**config.mk**
```make
export PLATFORM = sky130hd
export DESIGN_NAME = if_id_stage
export DESIGN_NICKNAME = d
export VERILOG_FILES = /design/src/rtl/cpu_pkg.sv /design/src/rtl/pipe_slot.sv /design/src/rtl/if_id_stage.sv
export SDC_FILE = /design/constraint.sdc
export NUM_CORES = 1
export LEC_CHECK = 0
export CAP_MARGIN = 25
export CORE_ASPECT_RATIO = 0.9
export CORE_MARGIN = 2
export CORE_UTILIZATION = 50
export DETAILED_ROUTE_END_ITERATION = 10
export PLACE_DENSITY = 0.87
export SYNTH_ARGS = -nofsm -noshare
export SYNTH_HDL_FRONTEND = slang
export SYNTH_SLANG_ARGS = --single-unit
```
**constraint.sdc**
```tcl
create_clock -name clk -period 4.2 [get_ports clk]
set_clock_uncertainty 0.1 [all_clocks]
set_input_delay 0.84 -clock clk [delete_from_list [all_inputs] [get_ports clk]]
set_output_delay 0.84 -clock clk [all_outputs]
set_load 0.01 [all_outputs]
```
**src/rtl/cpu_pkg.sv**
```systemverilog
`default_nettype none
// ----------------------------------------------------------------------------
// cpu_pkg - shared IF/ID widths, NOP encoding and payload type
// Rev 1.0
// ----------------------------------------------------------------------------
package cpu_pkg;

  localparam int unsigned CPU_PC_W   = 6;
  localparam int unsigned CPU_INST_W = 16;

  localparam logic [CPU_INST_W-1:0] CPU_NOP_INST = 16'h0000;

  typedef struct packed {
    logic [CPU_PC_W-1:0]   pc;
    logic [CPU_INST_W-1:0] inst;
  } if_id_t;

endpackage
`default_nettype wire

```
**src/rtl/pipe_slot.sv**
```systemverilog
`default_nettype none
// ----------------------------------------------------------------------------
// pipe_slot - one valid+payload register with load/clear (clear wins)
// Rev 1.0
// ----------------------------------------------------------------------------
module pipe_slot
  import cpu_pkg::*;
#(
  parameter int unsigned W = CPU_PC_W + CPU_INST_W
) (
  input  logic         clk,
  input  logic         rst_n,
  input  logic         load,
  input  logic         clear,
  input  logic [W-1:0] d,
  output logic         valid,
  output logic [W-1:0] q
);

  logic         valid_q, valid_d;
  logic [W-1:0] data_q, data_d;

  // Clearing only drops the valid bit; the payload is kept so the
  // downstream PC field holds its last value while the slot is empty.
  always_comb begin
    valid_d = valid_q;
    data_d  = data_q;
    if (clear) begin
      valid_d = 1'b0;
    end else if (load) begin
      valid_d = 1'b1;
      data_d  = d;
    end
  end

  always_ff @(posedge clk or negedge rst_n) begin
    if (!rst_n) begin
      valid_q <= 1'b0;
      data_q  <= '0;
    end else begin
      valid_q <= valid_d;
      data_q  <= data_d;
    end
  end

  assign valid = valid_q;
  assign q     = data_q;

endmodule
`default_nettype wire

```
**src/rtl/if_id_stage.sv**
```systemverilog
`default_nettype none
// ----------------------------------------------------------------------------
// if_id_stage - IF/ID pipeline register with valid/ready, skid slot and flush
// Rev 1.0
// ----------------------------------------------------------------------------
module if_id_stage
  import cpu_pkg::*;
#(
  parameter int unsigned       PC_W     = CPU_PC_W,
  parameter int unsigned       INST_W   = CPU_INST_W,
  parameter logic [INST_W-1:0] NOP_INST = INST_W'(CPU_NOP_INST)
) (
  input  logic              clk,
  input  logic              rst_n,
  input  logic              in_valid,
  output logic              in_ready,
  input  logic [PC_W-1:0]   pcadd4,
  input  logic [INST_W-1:0] inst,
  input  logic              flush,
  output logic              out_valid,
  input  logic              out_ready,
  output logic [PC_W-1:0]   newpc,
  output logic [INST_W-1:0] instout,
  output logic [1:0]        occ
);

  localparam int unsigned SLOT_W = PC_W + INST_W;

  logic              main_valid, skid_valid;
  logic              main_load, main_clear, skid_load, skid_clear;
  logic [SLOT_W-1:0] main_d, main_q, skid_q;
  logic              accept, pop;

  // in_ready comes straight from the skid flop, so it never depends on out_ready.
  assign in_ready = ~skid_valid;
  assign accept   = in_valid & in_ready;
  assign pop      = main_valid & out_ready;

  always_comb begin
    main_load  = 1'b0;
    main_clear = 1'b0;
    skid_load  = 1'b0;
    skid_clear = 1'b0;
    main_d     = {pcadd4, inst};
    if (flush) begin
      main_clear = 1'b1;
      skid_clear = 1'b1;
    end else if (!main_valid) begin
      main_load = accept;
    end else if (pop) begin
      if (skid_valid) begin
        main_load  = 1'b1;
        main_d     = skid_q;
        skid_clear = 1'b1;
      end else if (accept) begin
        main_load = 1'b1;
      end else begin
        main_clear = 1'b1;
      end
    end else begin
      skid_load = accept;
    end
  end

  pipe_slot #(.W(SLOT_W)) u_main (
    .clk   (clk),
    .rst_n (rst_n),
    .load  (main_load),
    .clear (main_clear),
    .d     (main_d),
    .valid (main_valid),
    .q     (main_q)
  );

  pipe_slot #(.W(SLOT_W)) u_skid (
    .clk   (clk),
    .rst_n (rst_n),
    .load  (skid_load),
    .clear (skid_clear),
    .d     ({pcadd4, inst}),
    .valid (skid_valid),
    .q     (skid_q)
  );

  assign out_valid = main_valid;
  assign newpc     = main_q[SLOT_W-1:INST_W];
  assign instout   = main_valid ? main_q[INST_W-1:0] : NOP_INST;
  assign occ       = {1'b0, main_valid} + {1'b0, skid_valid};

endmodule
`default_nettype wire
```
==> reports/qor.yml <==
global_routing:
  grt_max_degree: 47
  grt_pass1_wl_mm: 6.768
  antenna_found_initial: 0
  track_usage_pct: 18.38
  grt_pass1_vias: 1417
  grt_overflow: 0
logic_synthesis:
  synthFlopType: "dfrtp_1"
  syn_area_mm2: 0.002247
  async_flop_share_pct: 100.0
  syn_nets: 184
  yosysWarnings: 0
  synth.top_cell.area_share_pct: 51.22
  synth_edf_count: 0
  ys_ff_latch: 46
  ys_types: 20
  seq_area_frac_synth_pct: 51.22
  yosysMostFrequentCell: "mux2_2"
  ys_top_cells_by_area: "dfrtp_1 (51%), mux2_2 (28%), mux2_4 (6.7%)"
  yosysTopAreaCell: "dfrtp_1"
  synth_common_cells: "mux2_2 (55), dfrtp_1 (46), and2_1 (16)"
  avgSynthCellArea_um2: 14.40
  syn_inst: 156
timing:
  rsz0062_at_grt: "false"
  worst_pin_slew_ps: 746.9
  finalSetupTns_ps: 0
  fmax_mhz: 354.4
  maxSlewHeadroom_pct: 49.83
  finalSetupViolations: 0
  hold_viol_final: 0
  final_max_slew_viol_count: 0
  finalCritPeriodShare_pct: 67.18
  fin_crit_ps: 2822
finish:
  nNetsFinal: 232
  fill_cells: 336
  instances_no_fill: 266
  drive_above_1_share_pct: 38.24
  antenna_cells: 0
  final_area_mm2: 0.002865
  postLayoutCoreUtil_pct: 65.50
  area_growth_syn_to_layout_pct: 27.51
clock_tree:
  postCtsSetupBuffers: 0
  holdBufCountCts: 0
  clk_pin_slew_ps: 80
  cts_sinks: 46
  cts_tree: "yes"
  cts_buffers: 5
  clk-insertion-delay-late_ps: 300
  clk_path_buf_depth: 2
  cts-resized-gates: 0
  h-tree-depth: 2
  cts.root.buffer_cell: "clkbuf_8"
die:
  die_y_um: 67.60
  start_util_pct: 51.37
  die_w_um: 74.67
  std_cell_rows: 23
  core_mm2: 0.004374
  num_io_pins: 53
  die-area_mm2: 0.005047
detailed_routing:
  routed.top_layer: "met4"
  wire_per_inst_um: 15.21
  first_pass_iters: 4
  wl_met2_mm: 1.854
  wirelength_mm: 4.047
  drc: 0
  drt-initial-drc-count: 82
  dr_total_vias: 1336
  route.met3.wl_um: 247
  avgViaCountPerCell: 5.023
  antenna_left: 0
  drt-met1-wl_mm: 1.880
placed_design:
  io_buffers: 52
  globalplace.congestion: 0.7878
  place_area_mm2: 0.002765
  place_hpwl_mm: 2.890
  dp_cells: 258
pwr:
  power_leakage_uw: 0.001209
  power_density_mw_per_mm2: 402.2
  power.total_uw: 1152
  vdd_drop_max_v: 0.0002041
critical_path:
  critPathMaxFanout: 24
  setup.worst_path.end_class: "output port"
  cp-start-kind: "flip-flop"
  r2r-end: "u_skid.q[8]"
  r2r-start: "u_main.valid"
  rrSetupSlack_ps: 1680
  arrival_ps: 1880
  reg2regPathDepth: 4
  crit_required_ps: 3260
  path_class: "reg2out"
flow_run:
  cap_violations: 0
hold_path:
  hold_path_class: "in2async"
status:
  status: "complete, no violations"
registers in the layout, indices dropped and copies added (netlist names):
signal	cells
u_main.valid	1
u_skid.valid	1
u_main.q	22
u_skid.q	22
how the worst max path moves through the flow:
stage          depth (start not counted)      endpoint  slack (ps)         start
5_1_grt                                2        occ[0]        1250  u_main.valid
3_5_place_dp                           4  u_skid.q[11]        1130         flush
3_3_place_gp                           4   u_skid.q[7]        1210         flush
6_report                               2        occ[0]        1380  u_main.valid
2_1_floorplan                          3  u_skid.q[11]        2160         flush
4_1_cts                                2        occ[0]        1340  u_main.valid
per-layer routing:
layer  up-vias  global-route usage (%)
met4         0                   6.250
li1        634                       -
met1       649                   23.41
met3         8                   7.015
met5         -                       0
met2        45                   28.87
report_power, final:
| part | switching [uW] | internal (uW) | total, uW |
|---|---|---|---|
| Clock | 141 | 114 | 255 |
| Sequential | 59.6 | 553 | 613 |
| Combinational | 92.2 | 193 | 285 |
logic make-up (layout without fill, tap and decap cells):
kind of cell	after synthesis	after routing	share of synthesized area, %
mux	66	66	34.74
flops	46	46	51.22
simple gates	23	23	7.016
buf+inv	16	64	4.733
compound gates	4	4	1.726
fa+ha+maj	1	1	0.5567
critical path, cell delays in order, from the launching register on:
cell and delay [ps]:
dfrtp_1 760, ha_1 340, clkdlybuf4s50_1 480
final cells by class:
type	instances	area (um^2)	share of cell area, %
Timing Repair Buffer	55	550.5	19.21
Multi-Input combinational cell	94	998.5	34.85
Clock buffer	6	72.57	2.533
Sequential cell	46	1151	40.17
Inverter	2	7.507	0.2620
Tap cell	62	77.57	2.707
Clock inverter	1	7.507	0.2620
metrics by stage:
stage,hold WS [ps],setup WS [ps]
CTS,394.6,1340
global route,213.8,1247
global placement,370.6,1214
detailed placement,376.3,1130
finish,229.8,1378
floorplan,354.1,2158
layout by cell type, fill, tap and decap left out, drive strengths merged:
master / netlist / routed
a221oi: 1 / 1
ha: 1 / 1
dfrtp: 46 / 46
and2: 16 / 16
a211oi: 1 / 1
buf: 13 / 4
or2: 1 / 1
clkbuf: 1 / 6
nand4b: 1 / 1
clkinvlp: 0 / 1
nor4: 1 / 1
nor2: 1 / 1
clkdlybuf4s50: 0 / 51
nand2: 3 / 3
a21oi: 1 / 1
inv: 2 / 2
o21ai: 1 / 1
mux2: 66 / 66
(Power assumes the default switching activity.)
